**src/rtl/id_stage_pipe_if.sv**
```systemverilog
// ---------------------------------------------------------------------------
// id_stage_pipe_if
//   Handshake and payload bundle for the registered ID stage.
//   IF side : in_valid / in_ready, instruction, pc_plus4
//   EX side : out_valid / out_ready, decoded fields, imm_ext, jump_addr,
//             pc_out and the class flags.
//   modport slave  : the ID stage itself (consumes IF, produces for EX)
//   modport master : the surrounding pipeline / testbench
//   PC_W and IMM_W must match the parameters of the id_stage_pipe instance.
// ---------------------------------------------------------------------------
interface id_stage_pipe_if #(
  parameter int PC_W  = 32,
  parameter int IMM_W = 32
);
  // IF -> ID
  logic             in_valid;
  logic             in_ready;
  logic [31:0]      instruction;
  logic [PC_W-1:0]  pc_plus4;
  // ID -> EX
  logic             out_valid;
  logic             out_ready;
  logic [5:0]       opcode;
  logic [5:0]       func;
  logic [4:0]       rs;
  logic [4:0]       rt;
  logic [4:0]       rd;
  logic [4:0]       shamt;
  logic [IMM_W-1:0] imm_ext;
  logic [PC_W-1:0]  jump_addr;
  logic [PC_W-1:0]  pc_out;
  logic             is_r;
  logic             is_j;
  logic             is_load;
  logic             is_store;
  logic             is_branch;

  modport slave (
    input  in_valid, instruction, pc_plus4, out_ready,
    output in_ready, out_valid, opcode, func, rs, rt, rd, shamt,
           imm_ext, jump_addr, pc_out, is_r, is_j, is_load, is_store, is_branch
  );

  modport master (
    output in_valid, instruction, pc_plus4, out_ready,
    input  in_ready, out_valid, opcode, func, rs, rt, rd, shamt,
           imm_ext, jump_addr, pc_out, is_r, is_j, is_load, is_store, is_branch
  );
endinterface

```
**src/rtl/id_stage_pipe.sv**
```systemverilog
// ---------------------------------------------------------------------------
// id_stage_pipe
//   Registered MIPS instruction-decode stage. Accepts {instruction, pc_plus4}
//   from IF over valid/ready, splits the fields, extends the immediate, forms
//   the jump target and class flags, and holds one decoded bundle for EX.
//   Load-use hazards against the instruction in EX stall the input side.
//
//   Ports
//     clk, rst_n   clock, asynchronous active-low reset
//     bus          id_stage_pipe_if.slave (IF and EX handshakes + payload)
//     flush        squash held and incoming instruction (taken branch)
//     ex_mem_read  instruction in EX is a load
//     ex_rt        destination register of that load
//     stall_count  saturating count of cycles stalled on a load-use hazard
// ---------------------------------------------------------------------------
module id_stage_pipe #(
  parameter int PC_W      = 32,  // 28..64
  parameter int IMM_W     = 32,  // 32..64
  parameter int HAZARD_EN = 1,
  parameter int CNT_W     = 16
) (
  input  logic             clk,
  input  logic             rst_n,
  id_stage_pipe_if.slave   bus,
  input  logic             flush,
  input  logic             ex_mem_read,
  input  logic [4:0]       ex_rt,
  output logic [CNT_W-1:0] stall_count
);

  // Field split of the incoming instruction
  logic [5:0]  op;
  logic [5:0]  fn;
  logic [4:0]  rs_f;
  logic [4:0]  rt_f;
  logic [15:0] imm16;

  assign op    = bus.instruction[31:26];
  assign fn    = bus.instruction[5:0];
  assign rs_f  = bus.instruction[25:21];
  assign rt_f  = bus.instruction[20:16];
  assign imm16 = bus.instruction[15:0];

  // Load-use hazard: only register fields the instruction actually reads
  // count. Jumps and lui read no rs; shifts-by-immediate read no rs.
  logic uses_rs;
  logic uses_rt;
  logic hazard;
  logic in_ready_i;
  logic accept;

  always_comb begin
    uses_rs = !(op inside {6'h02, 6'h03, 6'h0F}) &&
              !(op == 6'h00 && (fn inside {6'h00, 6'h02, 6'h03}));
    uses_rt = op inside {6'h00, 6'h04, 6'h05, 6'h28, 6'h29, 6'h2B};
    hazard  = (HAZARD_EN != 0) && ex_mem_read && (ex_rt != 5'd0) &&
              ((uses_rs && rs_f == ex_rt) || (uses_rt && rt_f == ex_rt));
  end

  // Ready is independent of in_valid so IF may wait on it without a loop.
  assign in_ready_i   = !flush && !hazard && (!bus.out_valid || bus.out_ready);
  assign bus.in_ready = in_ready_i;
  assign accept       = bus.in_valid && in_ready_i;

  // Immediate extension: logical ops zero-extend, lui places imm16 in the
  // upper half of a 32-bit word and sign-extends that word, the rest
  // sign-extend imm16.
  logic [IMM_W-1:0] imm_d;

  always_comb begin
    // NOTE: default assignment first so every path drives imm_d; without it
    // a missed branch would infer a latch.
    imm_d = IMM_W'($signed(imm16));
    if (op inside {6'h0C, 6'h0D, 6'h0E}) begin
      imm_d = IMM_W'(imm16);
    end else if (op == 6'h0F) begin
      imm_d = IMM_W'($signed({imm16, 16'h0000}));
    end
  end

  // Jump target keeps the PC region bits above 28; none exist at PC_W==28.
  logic [PC_W-1:0] jump_d;

  if (PC_W == 28) begin : g_jump_narrow
    assign jump_d = {bus.instruction[25:0], 2'b00};
  end else begin : g_jump_wide
    assign jump_d = {bus.pc_plus4[PC_W-1:28], bus.instruction[25:0], 2'b00};
  end

  // Output register. Priority: flush > accept > drain > hold.
  always_ff @(posedge clk or negedge rst_n) begin
    if (!rst_n) begin
      // NOTE: the held bundle is a handful of flops, not a memory, so it is
      // cleared on reset to give EX a defined, all-zero view.
      bus.out_valid <= 1'b0;
      bus.opcode    <= '0;
      bus.func      <= '0;
      bus.rs        <= '0;
      bus.rt        <= '0;
      bus.rd        <= '0;
      bus.shamt     <= '0;
      bus.imm_ext   <= '0;
      bus.jump_addr <= '0;
      bus.pc_out    <= '0;
      bus.is_r      <= 1'b0;
      bus.is_j      <= 1'b0;
      bus.is_load   <= 1'b0;
      bus.is_store  <= 1'b0;
      bus.is_branch <= 1'b0;
      stall_count   <= '0;
    end else begin
      // NOTE: non-blocking assignments for all state so every flop samples
      // values from before this edge, independent of statement order.
      if (bus.in_valid && hazard && !flush && stall_count != '1) begin
        stall_count <= stall_count + CNT_W'(1);
      end

      if (flush) begin
        bus.out_valid <= 1'b0;
      end else if (accept) begin
        bus.out_valid <= 1'b1;
        bus.opcode    <= op;
        bus.func      <= fn;
        bus.rs        <= rs_f;
        bus.rt        <= rt_f;
        bus.rd        <= bus.instruction[15:11];
        bus.shamt     <= bus.instruction[10:6];
        bus.imm_ext   <= imm_d;
        bus.jump_addr <= jump_d;
        bus.pc_out    <= bus.pc_plus4;
        bus.is_r      <= (op == 6'h00);
        bus.is_j      <= op inside {6'h02, 6'h03};
        bus.is_load   <= op inside {6'h20, 6'h21, 6'h23, 6'h24, 6'h25};
        bus.is_store  <= op inside {6'h28, 6'h29, 6'h2B};
        bus.is_branch <= op inside {[6'h04:6'h07]};
      end else if (bus.out_ready) begin
        // Drain: also the path taken while a hazard holds off the input.
        bus.out_valid <= 1'b0;
      end
      // Otherwise hold: out_valid && !out_ready, bundle stays bit-stable.
    end
  end

endmodule
```
**src/flat_wrapper.sv**
```systemverilog
// flat-port wrapper written by rule: the top's interface ports become plain ports
module id_stage_pipe_flat 
#(
  parameter int PC_W      = 32,           
  parameter int IMM_W     = 32,           
  parameter int HAZARD_EN = 1,
  parameter int CNT_W     = 16
)
  (clk, rst_n, flush, ex_mem_read, ex_rt, stall_count, bus_in_valid, bus_instruction, bus_pc_plus4, bus_out_ready, bus_in_ready, bus_out_valid, bus_opcode, bus_func, bus_rs, bus_rt, bus_rd, bus_shamt, bus_imm_ext, bus_jump_addr, bus_pc_out, bus_is_r, bus_is_j, bus_is_load, bus_is_store, bus_is_branch);
  id_stage_pipe_if #(.PC_W(PC_W), .IMM_W(IMM_W)) bus_i ();
  input  logic clk;
  input  logic rst_n;
  input  logic flush;
  input  logic ex_mem_read;
  input  logic [4:0] ex_rt;
  output logic [CNT_W-1:0] stall_count;
  input wire logic [$bits(bus_i.in_valid)-1:0] bus_in_valid;
  input wire logic [$bits(bus_i.instruction)-1:0] bus_instruction;
  input wire logic [$bits(bus_i.pc_plus4)-1:0] bus_pc_plus4;
  input wire logic [$bits(bus_i.out_ready)-1:0] bus_out_ready;
  output wire logic [$bits(bus_i.in_ready)-1:0] bus_in_ready;
  output wire logic [$bits(bus_i.out_valid)-1:0] bus_out_valid;
  output wire logic [$bits(bus_i.opcode)-1:0] bus_opcode;
  output wire logic [$bits(bus_i.func)-1:0] bus_func;
  output wire logic [$bits(bus_i.rs)-1:0] bus_rs;
  output wire logic [$bits(bus_i.rt)-1:0] bus_rt;
  output wire logic [$bits(bus_i.rd)-1:0] bus_rd;
  output wire logic [$bits(bus_i.shamt)-1:0] bus_shamt;
  output wire logic [$bits(bus_i.imm_ext)-1:0] bus_imm_ext;
  output wire logic [$bits(bus_i.jump_addr)-1:0] bus_jump_addr;
  output wire logic [$bits(bus_i.pc_out)-1:0] bus_pc_out;
  output wire logic [$bits(bus_i.is_r)-1:0] bus_is_r;
  output wire logic [$bits(bus_i.is_j)-1:0] bus_is_j;
  output wire logic [$bits(bus_i.is_load)-1:0] bus_is_load;
  output wire logic [$bits(bus_i.is_store)-1:0] bus_is_store;
  output wire logic [$bits(bus_i.is_branch)-1:0] bus_is_branch;
  assign bus_i.in_valid = bus_in_valid;
  assign bus_i.instruction = bus_instruction;
  assign bus_i.pc_plus4 = bus_pc_plus4;
  assign bus_i.out_ready = bus_out_ready;
  assign bus_in_ready = bus_i.in_ready;
  assign bus_out_valid = bus_i.out_valid;
  assign bus_opcode = bus_i.opcode;
  assign bus_func = bus_i.func;
  assign bus_rs = bus_i.rs;
  assign bus_rt = bus_i.rt;
  assign bus_rd = bus_i.rd;
  assign bus_shamt = bus_i.shamt;
  assign bus_imm_ext = bus_i.imm_ext;
  assign bus_jump_addr = bus_i.jump_addr;
  assign bus_pc_out = bus_i.pc_out;
  assign bus_is_r = bus_i.is_r;
  assign bus_is_j = bus_i.is_j;
  assign bus_is_load = bus_i.is_load;
  assign bus_is_store = bus_i.is_store;
  assign bus_is_branch = bus_i.is_branch;
  id_stage_pipe #(.PC_W(PC_W), .IMM_W(IMM_W), .HAZARD_EN(HAZARD_EN), .CNT_W(CNT_W)) u_core (.clk(clk), .rst_n(rst_n), .bus(bus_i), .flush(flush), .ex_mem_read(ex_mem_read), .ex_rt(ex_rt), .stall_count(stall_count));
endmodule
```
**config.mk**
```make
export PLATFORM = sky130hd
export DESIGN_NAME = id_stage_pipe_flat
export DESIGN_NICKNAME = d
export VERILOG_FILES = /design/src/rtl/id_stage_pipe_if.sv /design/src/rtl/id_stage_pipe.sv /design/src/flat_wrapper.sv
export SDC_FILE = /design/constraint.sdc
export NUM_CORES = 1
export LEC_CHECK = 0
export BUFFER_PORTS_ARGS = -buffer_cell sky130_fd_sc_hd__buf_2
export CORE_ASPECT_RATIO = 2
export CORE_MARGIN = 2
export CORE_UTILIZATION = 40
export DETAILED_ROUTE_END_ITERATION = 8
export PLACE_DENSITY = 0.76
export SETUP_SLACK_MARGIN = 0.3
export SLEW_MARGIN = 15
export SYNTH_ARGS = -nofsm -noshare
export SYNTH_HDL_FRONTEND = slang
export SYNTH_SLANG_ARGS = --single-unit
```
**constraint.sdc**
```tcl
create_clock -name clk -period 3.8 [get_ports clk]
set_input_delay 0.38 -clock clk [delete_from_list [all_inputs] [get_ports clk]]
set_output_delay 0.38 -clock clk [all_outputs]
set_load 0.005 [all_outputs]
```
# Yosys cells after proc, flatten, opt, wreduce, memory -nomap -nowiden
# Cells that the tools add are included.
[word_totals]
out_inout_bits = 151
inputBits = 75
regBits = 148
wordCells = 78
[op_classes]
magnitude_cmp = 2
mux = 5
addsub = 1
n_eq_ne = 21
reduce_logical = 32
bitwise_logic = 1
[op_table]
columns = ["cell", "count"]
rows = [
  ["equality test 6 bit, second input constant", 8],
  ["2-to-1 mux 32 bit", 1],
  ["2-to-1 mux 31 bit", 1],
  ["equality test 6 x 2 -> 1 bit, second input constant", 4],
  ["equality test 6 x 4 -> 1 bit, second input constant", 4],
  ["adder 16 x 1 -> 16 bit, second input constant", 1],
  ["!= test 16 bit, second input constant", 1],
  ["nonzero test 3 bit", 5],
  ["logical AND 1 bit", 13],
  ["equality test 6 x 3 -> 1 bit, second input constant", 2],
  ["zero test 6 bit", 2],
  ["equality test 5 bit", 2],
  ["nonzero test 5 bit", 2],
  ["greater-or-equal comparator 6 x 3 -> 1 bit, second input constant", 1],
  ["less-or-equal comparator 6 x 3 -> 1 bit, second input constant", 1],
  ["nonzero test 6 bit", 1],
  ["zero test 1 bit", 5],
  ["2-to-1 mux 1 bit", 3],
  ["logical OR 1 bit", 2],
  ["AND reduction 2 bit", 1],
  ["nonzero test 2 bit", 1],
  ["NOT 1 bit", 1],
]

# Longest topological paths before layout
# Gate-level depths: netlist (run 1).
[depth]
depth_word = 14
ltp_mapped = 9
depth_no_buf = 7

# Worst setup path after synthesis (run 1)
# Ideal clock, no wire load.
[synth_path]
path_type = "in2out"
from = "input bus_instruction[27]"
to = "output bus_in_ready"
n_path_buf = 2
arrival_time_ns = 1.712
t_required_ns = 3.420
stages = 6
path_slack_ns = 1.708
cell_sequence = "buf_2 nor4_1 o21ai_1 o31ai_4 clkbuf_1 a21boi_0"
[synth_via]
elab_chain_len = 10
elab_cells_between_ends = 22
classes_between = "eq/ne: 8; reduce/logical: 14"
[synth_lines]
columns = ["element", "line_no", "text"]
rows = [
  ["from (decl)", "flat_wrapper.sv:18", "input wire logic [$bits(bus_i.instruction)-1:0] bus_instruction;"],
  ["equality test 6 x 2 -> 1 bit, or another cell as far along", "id_stage_pipe.sv:53", "uses_rs = !(op inside {6'h02, 6'h03, 6'h0F}) &&"],
  ["nonzero test 3 bit / logical AND 1 bit (equally long branches)", "id_stage_pipe.sv:53, id_stage_pipe.sv:54", ""],
  ["zero test 1 bit (on tied branches)", "id_stage_pipe.sv:53, id_stage_pipe.sv:54", ""],
  ["logical AND 1 bit", "id_stage_pipe.sv:53", ""],
  ["logical AND 1 bit", "id_stage_pipe.sv:57", "((uses_rs && rs_f == ex_rt) || (uses_rt && rt_f == ex_rt));"],
  ["logical OR 1 bit *", "id_stage_pipe.sv:57", ""],
  ["logical AND 1 bit *", "id_stage_pipe.sv:56", "hazard = (HAZARD_EN != 0) && ex_mem_read && (ex_rt != 5'd0) &&"],
  ["zero test 1 bit *", "id_stage_pipe.sv:61", "assign in_ready_i = !flush && !hazard && (!bus.out_valid || bus.out_ready);"],
  ["logical AND 1 bit * (2 in series)", "id_stage_pipe.sv:61", ""],
  ["to (decl)", "flat_wrapper.sv:21", "output wire logic [$bits(bus_i.in_ready)-1:0] bus_in_ready;"],
]
# Mark *: on every way between the ends. The rest lies on a longest branch, timed or not.

# Worst setup path after layout (run 1)
[layout_path]
from = "input bus_instruction[30]"
to = "register u_core.bus.imm_ext[25] in the netlist's numbering"
[layout_via]
elab_chain_len = 12
elab_cells_between_ends = 30
classes_between = "eq/ne: 11; mux: 2; reduce/logical: 17"
[layout_lines]
columns = ["element", "line_no", "text"]
rows = [
  ["equality test 6 x 2 -> 1 bit, or another cell as far along", "id_stage_pipe.sv:53", ""],
  ["nonzero test 3 bit / logical AND 1 bit (equally long branches)", "id_stage_pipe.sv:53, id_stage_pipe.sv:54", ""],
  ["zero test 1 bit (on tied branches)", "id_stage_pipe.sv:53, id_stage_pipe.sv:54", ""],
  ["logical AND 1 bit", "id_stage_pipe.sv:53", ""],
  ["logical AND 1 bit", "id_stage_pipe.sv:57", ""],
  ["logical OR 1 bit", "id_stage_pipe.sv:57", ""],
  ["logical AND 1 bit", "id_stage_pipe.sv:56", ""],
  ["zero test 1 bit", "id_stage_pipe.sv:61", ""],
  ["logical AND 1 bit (2 in series)", "id_stage_pipe.sv:61", ""],
  ["logical AND 1 bit", "id_stage_pipe.sv:63", "assign accept = bus.in_valid && in_ready_i;"],
  ["AND reduction 2 bit (no source line)", "n/a", ""],
  ["to (signal assigned)", "id_stage_pipe.sv:128", "bus.imm_ext <= imm_d;"],
  ["to (decl)", "id_stage_pipe_if.sv:41", "imm_ext, jump_addr, pc_out, is_r, is_j, is_load, is_store, is_branch"],
]
# Several ways; a longest one is shown, not always the timed one.
# A chain may end at the register's enable or synchronous reset.

==> impl_metrics.env, run 1 <==
export IMPL_status="complete, no violations"
export IMPL_crit_fanout=19
export IMPL_cts_buffers=17
export IMPL_ant_nets=0
export IMPL_vias_per_cell=5.05
export IMPL_r2r_start="u_core.stall_count[0]"
export IMPL_critPathTopFamily="compound AO/OA/AOI/OAI gates"
export IMPL_io_buffer_count=223
export IMPL_ys_ff_latch=118
export IMPL_antenna_found_initial=0
export IMPL_globalRouteOverflowTotal=0
export IMPL_gr_usage_met2_pct=33.8
export IMPL_leakagePower_nw=3.48
export IMPL_drive_above_1_share_pct=44.1
export IMPL_finalCriticalPeriod_ps=2660
export IMPL_synthArstFlopShare_pct=100
export IMPL_fmax_ghz=0.376
export IMPL_slew_violations=0
export IMPL_cts_max_path_buffers=2
export IMPL_synth_edf_count=0
export IMPL_crit_buf_inv=1
export IMPL_busiest_layer="met2"
export IMPL_std_cell_rows=59
export IMPL_setup_tns_final_ps=0
export IMPL_crit_type="in -> reg"
export IMPL_cp_slowest_cell="a211oi_2"
export IMPL_synth_cell_types=46
export IMPL_antenna_cells=0
export IMPL_rsz0062_at_grt="false"
export IMPL_grt_use_met3_pct=4.29
export IMPL_post_cts_resize_count=0
export IMPL_endpoint_kind="flip-flop"
export IMPL_vias=3960
export IMPL_power_density_mw_per_mm2=569
export IMPL_area_growth_pct=30.8
export IMPL_post_cts_buffers=0
export IMPL_htree_num_levels=4
export IMPL_setup_violations=0
export IMPL_finalHoldViolCount=0
export IMPL_clockRootBuffer="clkbuf_16"
export IMPL_dp_hpwl_um=9840
export IMPL_die_h_um=167
export IMPL_syn_area_sq_mm=0.00534
export IMPL_max_stage_delay_ps=930
export IMPL_path_clk_slew_ps=60
export IMPL_post_drt_wl_per_cell_um=17.0
export IMPL_first_pass_iters=4
export IMPL_finalPower_mw=3.98
export IMPL_critPathLaunchType="input port"
export IMPL_worst_pin_slew_ps=1040
export IMPL_crit_chain="buf_2 > and4bb_2 > nand3_2 > nand4_1 > o31ai_4 > a211oi_2 > a2bb2oi_1"
export IMPL_grt_max_degree=84
export IMPL_finalCritPeriodShare_pct=70.0
export IMPL_drtIter0Drc=157
export IMPL_dp_slack_ps=651
export IMPL_cts_sinks=118
export IMPL_die_area_sq_mm=0.0143
export IMPL_hp_class="in -> async"
export IMPL_grt_pass1_vias=4207
export IMPL_arrival_ps=2900
export IMPL_die_x_um=85.7
export IMPL_synthCells=424
export IMPL_num_nets_final=695
export IMPL_wl_um=13400
export IMPL_drc_errors=0
export IMPL_postLayoutCoreUtil_pct=53.8
export IMPL_final_setup_worst_slack_ps=1140
export IMPL_ys_seq_area_share_pct=55.3
export IMPL_clk_latency_ps=400
export IMPL_ctsHoldBuffers=0
export IMPL_slew_headroom_pct=30.7
export IMPL_synth_avg_cell_area_sq_um=12.6
export IMPL_cts_tree="yes"
export IMPL_start_util_pct=41.1
export IMPL_core_area_sq_mm=0.0130
export IMPL_synthFlopType="dfrtp_1"
export IMPL_place_congestion=0.803
export IMPL_grt_use_total_pct=19.0
export IMPL_cp_startpoint="bus_instruction[30]"
export IMPL_met1_usage_pct=20.8
export IMPL_finClkSkew_ps=7.89
export IMPL_ir_drop_uv=367
export IMPL_yosys_warnings=0
export IMPL_maxCapViolations=0
export IMPL_cp_data_required_time_ps=4040
export IMPL_grt_pass1_wl_um=21100
export IMPL_io_pins=226
==> report_power, final <==
group	switching (mW)	total (mW)	internal (mW)	leakage, nW
Clock	0.584	1.77	1.19	0.309
Sequential	0.114	1.57	1.45	1.42
Combinational	0.301	0.638	0.337	1.75
Total	0.999	3.98	2.98	3.48
==> metrics by stage <==
step | cell area (sq um) | hold WS, ps | cells
6_report | 6990 | 35.2 | 784
5_1_grt | 6990 | 78.5 | 784
4_1_cts | 6990 | 45.9 | 784
3_5_place_dp | 6320 | 471 | 752
3_3_place_gp | 6320 | 462 | 752
2_1_floorplan | 5350 | 84.4 | 425
==> final cells by class <==
class                      instances  area [sq um]
tap                              152           190
clock inverter                    14           224
multi-input combinational        234          1940
fill                            1132          6010
timing repair buffer             227          1160
inverter                          21          78.8
clock buffer                      18           439
sequential                       118          2950
==> synth_stat cells, types with 2 or more instances <==
master,count,share of area (%)
mux2_1,57,12
xnor2_1,14,2.3
clkbuf_1,6,0.42
nor4b_1,2,0.33
dfrtp_1,118,55
a21oi_1,2,0.19
nand2_1,36,2.5
mux2i_1,17,3.2
nor4_1,3,0.35
nand3_1,6,0.56
and3_1,12,1.4
a21boi_0,2,0.28
nor2b_1,3,0.35
buf_6,7,1.5
buf_4,34,4.8
buf_2,4,0.37
xor2_1,11,1.8
inv_1,21,1.5
nor2_1,6,0.42
mux2_2,12,2.5
nand4_1,12,1.4
a2bb2oi_1,15,2.5
==> path summary, 6_finish.rpt <==
check | endpoint | slack, ps | depth (start not counted)
worst max-delay path | u_core.bus.imm_ext[25] | 1140 | 7
max in group asynchronous | u_core.bus.imm_ext[3] | 2850 | 2
min in group clk | u_core.bus.pc_out[31] | 190 | 2
worst min-delay path | u_core.stall_count[4] | 40 | 1
worst min register to register | u_core.bus.pc_out[15] | 480 | 1
worst max register to register | u_core.stall_count[1] | 1550 | 6
==> registers in the layout, summed over array words and instances, names as in the netlist, 4 cells and up <==
name and count:
u_core.bus.imm_ext 32, u_core.bus.opcode 6, u_core.bus.rt 4, u_core.bus.func 5
u_core.stall_count 16, u_core.bus.jump_addr 5, u_core.bus.rs 4, u_core.bus.pc_out 32
u_core.bus.shamt 4, u_core.bus.rd 4
==> cells by family (layout without fill, tap and decap cells) <==
kind of cell    count (synthesis)  in the layout  share of synthesized area [%]
compound gates                 30             30                           5.01
xor+xnor                       25             25                           4.10
fa+ha+maj                       1              1                          0.234
buf+inv                        73            280                           8.60
flops                         118            118                           55.3
mux                            86             86                           17.7
other cells                     1              2                         0.0702
simple gates                   90             90                           8.97
==> layout by cell type, fill, tap and decap left out, types with 2 or more instances in the layout <==
cell type,n
nand3_1,6
buf_4,4
nor2_1,6
clkinv_4,3
a21boi_0,2
bufinv_16,5
a2bb2oi_1,15
xnor2_1,14
nor4_1,3
a21oi_1,2
nor2b_1,3
nor4b_1,2
clkinvlp_4,4
and3_1,12
inv_1,21
mux2_1,57
xor2_1,11
clkbuf_16,17
nand4_1,12
mux2_2,12
inv_6,2
buf_2,222
mux2i_1,17
dfrtp_1,118
nand2_1,36
conb_1,2
==> per-layer routing <==
metal,wire length [um],vias up
met4,331,0
met1,5130,1949
met5,0,-
met3,711,25
li1,-,1825
met2,7190,161
(Power assumes the default switching activity.)
==> run 2, diff against run 1 <==
clock period = 2.7 ns   (was 3.8 ns; I/O delays follow)
==> run 2 against run 1 <==
- sequential cell count unchanged
- via count increased by 0.48%
- total power increased by 39%
- critical endpoint is now bus_in_ready
- final area increased by 0.99%
- largest cell class unchanged
- critical path type is now in -> out
==> impl_metrics.env, run 2 (synthesized netlist as in run 1, its figures left out) <==
export IMPL_critPathLaunchType="input port"
export IMPL_grt_pass1_wl_um=20900
export IMPL_globalRouteOverflowTotal=0
export IMPL_gr_usage_met2_pct=33.0
export IMPL_place_congestion=0.801
export IMPL_ir_drop_uv=473
export IMPL_p_sw_mw=1.38
export IMPL_vias_per_cell=5.02
export IMPL_cp_slowest_cell="nor4_1"
export IMPL_met1_usage_pct=19.6
export IMPL_endpoint_kind="primary output"
export IMPL_core_area_sq_mm=0.0130
export IMPL_drtIter0Drc=100
export IMPL_die_h_um=167
export IMPL_path_clk_slew_ps=50
export IMPL_p_seq_share_pct=39.8
export IMPL_io_buffer_count=223
export IMPL_htree_num_levels=4
export IMPL_grt_pass1_vias=4161
export IMPL_rr_endpoint="u_core.stall_count[13]"
export IMPL_holdCritStartpoint="bus_pc_plus4[20]"
export IMPL_cp_data_required_time_ps=2430
export IMPL_finClkSkew_ps=9.90
export IMPL_status="complete, no violations"
export IMPL_finalHoldViolCount=0
export IMPL_arrival_ps=1890
export IMPL_crit_type="in -> out"
export IMPL_final_setup_worst_slack_ps=539
export IMPL_leakagePower_nw=3.52
export IMPL_io_pins=226
export IMPL_std_cell_rows=59
export IMPL_crit_top_cell="buf_2"
export IMPL_r2r_setup_slack_ps=670
export IMPL_fmax_ghz=0.463
export IMPL_comb_power_share_pct=16.4
export IMPL_busiest_layer="met2"
export IMPL_power_frac_clock_pct=43.8
export IMPL_finalCriticalPeriod_ps=2160
export IMPL_die_area_sq_mm=0.0143
export IMPL_mostFrequentLayoutCells="222 x buf_2, 118 x dfrtp_1, 57 x mux2_1"
export IMPL_clockRootBuffer="clkbuf_16"
export IMPL_switching_share_pct=24.9
export IMPL_cts_max_path_buffers=2
export IMPL_grt_use_met3_pct=3.35
export IMPL_setup_violations=0
export IMPL_post_drt_wl_per_cell_um=16.6
export IMPL_min_delay_path_depth=2
export IMPL_maxCapViolations=0
export IMPL_crit_fanout=18
export IMPL_dp_hpwl_um=9910
export IMPL_grt_use_total_pct=18.7
export IMPL_largestRegisters="u_core.bus.imm_ext: 32 flops, u_core.bus.pc_out: 32 flops, u_core.stall_count: 16 flops"
export IMPL_rsz0062_at_grt="false"
export IMPL_min_to="u_core.bus.pc_out[20]"
export IMPL_max_stage_delay_ps=330
export IMPL_antenna_found_initial=0
export IMPL_antenna_cells=0
export IMPL_drive_above_1_share_pct=44.8
export IMPL_post_cts_buffers=0
export IMPL_area_growth_pct=32.1
export IMPL_power_density_mw_per_mm2=783
export IMPL_crit_chain="buf_2 > xor2_1 > nor4_1 > o21ai_1 > o31ai_4 > buf_4 > a21boi_0 > buf_2"
export IMPL_cts_tree="yes"
export IMPL_die_x_um=85.7
export IMPL_ant_nets=0
export IMPL_dp_slack_ps=93.1
export IMPL_first_pass_iters=4
export IMPL_finalCritPeriodShare_pct=80.0
export IMPL_mostFrequentLayoutCell="buf_2"
export IMPL_reg2regPathDepth=7
export IMPL_clk_latency_ps=410
export IMPL_nFillCells=1128
export IMPL_num_nets_final=704
export IMPL_grt_max_degree=74
export IMPL_hp_class="in -> reg"
export IMPL_vias=3979
export IMPL_setup_tns_final_ps=0
export IMPL_start_util_pct=41.1
export IMPL_r2r_start="u_core.stall_count[0]"
export IMPL_internal_power_mw=4.15
export IMPL_slew_violations=0
export IMPL_cts_buffers=17
export IMPL_drc_errors=0
export IMPL_wl_um=13100
export IMPL_cts_sinks=118
-- run 2: power groups by stage --
| stage | Combinational (mW) | Clock [mW] | Sequential (mW) |
|---|---|---|---|
| 2_1_floorplan | 0.450 | 0 | 2.25 |
| 3_3_place_gp | 0.892 | 0 | 2.21 |
| 3_5_place_dp | 0.924 | 0 | 2.23 |
| 4_1_cts | 0.925 | 2.47 | 2.20 |
| 5_1_grt | 0.994 | 2.55 | 2.23 |
| 6_report | 0.904 | 2.42 | 2.20 |
-- run 2: final cells by class --
| type | count | area [sq um] | share of cell area (%) |
|---|---|---|---|
| Sequential cell | 118 | 2950 | 41.9 |
| Clock buffer | 21 | 470 | 6.67 |
| Inverter | 21 | 78.8 | 1.12 |
| Multi-Input combinational cell | 234 | 1950 | 27.6 |
| Timing Repair Buffer | 236 | 1240 | 17.6 |
| Clock inverter | 11 | 173 | 2.45 |
| Tap cell | 152 | 190 | 2.70 |
-- run 2: how the worst max path moves through the flow --
stage / from / end / slack [ps] / cells past startpoint
6_report: ex_rt[2] / bus_in_ready / 540 / 8
5_1_grt: bus_instruction[5] / bus_in_ready / 400 / 9
4_1_cts: bus_instruction[5] / bus_in_ready / 340 / 9
3_5_place_dp: bus_instruction[5] / u_core.bus.pc_out[0] / 90 / 9
3_3_place_gp: bus_instruction[5] / u_core.bus.jump_addr[17] / 130 / 9
2_1_floorplan: u_core.stall_count[0] / u_core.stall_count[1] / 640 / 7
-- run 2: worst max-delay path, delay by kind of cell --
kind / cells / cell delay, ps
xor+xnor: 1 / 160
compound gates: 3 / 580
buf+inv: 3 / 550
simple gates: 1 / 330
-- run 2: routing by layer --
metal,vias up,routed length (um)
met3,43,665
li1,1841,-
met1,1939,4830
met5,-,0
met2,156,7030
met4,0,618
-- run 2: repair_timing --
item                       4_1_cts  5_1_grt
gates resized for setup          0        1
hold buffers                     1        0
setup endpoints to repair        0        1
hold endpoints to repair        21        0
-- run 2: through the flow --
stage               cell area (sq um)  std cells  utilization, %  total power [mW]  hold slack, ps
floorplan                        5350        425               -              2.70           -25.6
global placement                 6400        760            49.2              3.10             104
detailed placement               6400        760            49.2              3.15             107
CTS                              7050        793            54.3              5.60            63.0
global route                     7060        793            54.3              5.78            74.5
finish                           7060        793            54.3              5.52            81.5
==> run 3, diff against run 2 <==
clock period = 2.3 ns   (was 2.7 ns; I/O delays follow)
==> run 3 against run 2 <==
- utilization rose by 0.15 points
- clock-buffer cell count fell by 2
- first-iteration DRC count up 33%
- clock skew fell by 4.2 ps
- non-clock buffer count grew 10
==> impl_metrics.env, run 3 (synthesized netlist as in run 1, its figures left out) <==
export IMPL_place_area_sq_mm=0.00645
export IMPL_ir_drop_uv=658
export IMPL_leakagePower_nw=3.54
export IMPL_dp_cells=762
export IMPL_finalPower_mw=6.04
export IMPL_start_util_pct=41.1
export IMPL_die_h_um=167
export IMPL_grt_pass1_wl_um=21700
export IMPL_path_clk_slew_ps=50
export IMPL_nFillCells=1129
export IMPL_post_drt_wl_per_cell_um=17.0
export IMPL_grt_use_total_pct=19.5
export IMPL_r2r_setup_slack_ps=350
export IMPL_mostFrequentLayoutCell="buf_2"
export IMPL_antenna_found_initial=0
export IMPL_ff_latch_area_sq_mm=0.00295
export IMPL_rsz0062_at_grt="true"
export IMPL_cts_max_path_buffers=2
export IMPL_final_cell_area_sq_mm=0.00708
export IMPL_clockRootBuffer="clkbuf_16"
export IMPL_fmax_ghz=0.513
export IMPL_io_buffer_count=223
export IMPL_globalRouteOverflowTotal=0
export IMPL_finalCriticalPeriod_ps=1950
export IMPL_endpoint_kind="flip-flop"
export IMPL_maxCapViolations=0
export IMPL_status="complete, no violations"
export IMPL_die_x_um=85.7
export IMPL_num_nets_final=714
export IMPL_hp_class="in -> reg"
export IMPL_setup_tns_final_ps=0
export IMPL_ant_nets=0
export IMPL_cts_sinks=118
export IMPL_cts_tree="yes"
export IMPL_std_cell_rows=59
export IMPL_die_area_sq_mm=0.0143
export IMPL_setup_violations=0
export IMPL_finalHoldViolCount=0
export IMPL_grt_max_degree=65
export IMPL_drive_above_1_share_pct=45.9
export IMPL_finClkSkew_ps=5.75
export IMPL_io_pins=226
export IMPL_antenna_cells=0
export IMPL_wl_um=13600
export IMPL_critPathLaunchType="flip-flop"
export IMPL_core_area_sq_mm=0.0130
export IMPL_drc_errors=0
export IMPL_cp_data_required_time_ps=2580
export IMPL_area_growth_pct=32.5
export IMPL_whs_ps=45.4
export IMPL_vias_per_cell=5.00
export IMPL_dp_hpwl_um=9970
export IMPL_grt_pass1_vias=4318
export IMPL_power_density_mw_per_mm2=853
export IMPL_slew_violations=0
export IMPL_mostFrequentLayoutCells="222 x buf_2, 118 x dfrtp_1, 57 x mux2_1"
export IMPL_htree_num_levels=4
export IMPL_final_cells=801
export IMPL_arrival_ps=2230
export IMPL_crit_fanout=7
export IMPL_cts_buffers=17
export IMPL_clk_latency_ps=400
export IMPL_slew_headroom_pct=59.2
export IMPL_worst_pin_slew_ps=612
export IMPL_largestRegisters="u_core.bus.imm_ext: 32 flops, u_core.bus.pc_out: 32 flops, u_core.stall_count: 16 flops"
export IMPL_place_congestion=0.795
export IMPL_multi_input_area_sq_mm=0.00199
export IMPL_crit_type="reg -> reg"
export IMPL_first_pass_iters=4
export IMPL_vias=4004
export IMPL_finalCritPeriodShare_pct=84.8
export IMPL_drtIter0Drc=133
==> run 3: cell count changes in the layout (fill, tap and decap cells not counted), moves of 2 or more <==
cell,previous run,this run
clkinv_4,2,0
clkinv_2,1,7
buf_4,11,18
buf_12,2,4
bufinv_16,4,1
clkbuf_8,3,0
==> run 3: final cells by class <==
| type | count | area share [%] |
|---|---|---|
| tap | 152 | 2.69 |
| sequential | 118 | 41.7 |
| clock inverter | 11 | 1.24 |
| inverter | 21 | 1.11 |
| timing repair buffer | 246 | 19.0 |
| clock buffer | 19 | 6.12 |
| multi-input combinational | 234 | 28.1 |
==> run 3: metrics by stage <==
step	worst slack, ps	util (%)
6_report	349	54.5
5_1_grt	266	54.5
4_1_cts	288	54.0
3_5_place_dp	-258	49.6
3_3_place_gp	-212	49.6
2_1_floorplan	358	-
==> run 3: worst paths after layout <==
kind / start / to / depth (start not counted)
max: u_core.stall_count[1] / u_core.stall_count[13] / 7
min: bus_pc_plus4[8] / u_core.bus.pc_out[8] / 2
max reg2reg: u_core.stall_count[1] / u_core.stall_count[13] / 7
min reg2reg: u_core.bus.opcode[3] / u_core.bus.opcode[3] / 1
max in group asynchronous: rst_n / u_core.bus.is_store / 3
min in group asynchronous: rst_n / u_core.bus.pc_out[22] / 2
==> run 3: power breakdown <==
group          switching, mW  total, mW  internal (mW)  leakage [nW]
registers              0.184       2.58           2.40          1.42
logic                  0.508       1.09          0.587          1.86
clock network          0.902       2.36           1.45         0.254
total                   1.59       6.04           4.44          3.54
==> run 3: worst max-delay path, cell delays in order (launching register included) <==
cell	delay (ps)
dfrtp_1	410
ha_1	210
and3_1	210
and3_2	280
a41o_1	290
nor2_4	160
nand4_1	120
xnor2_1	140
==> run 3: repair_timing <==
action                                 4_1_cts  5_1_grt
buffers inserted                             2        6
gates resized for setup                      6        2
gates cloned                                 0        0
pin swaps                                    1        2
hold buffers                                 1        0
setup endpoints to repair                   84       61
endpoints found under the hold margin       70        0
==> run 3: routing by layer <==
| metal | global-route usage (%) | vias up | wire length, um |
|---|---|---|---|
| li1 | - | 1864 | - |
| met1 | 21.4 | 1964 | 5080 |
| met2 | 33.8 | 142 | 7380 |
| met3 | 4.24 | 34 | 673 |
| met4 | 11.0 | 0 | 499 |
| met5 | 0 | - | 0 |
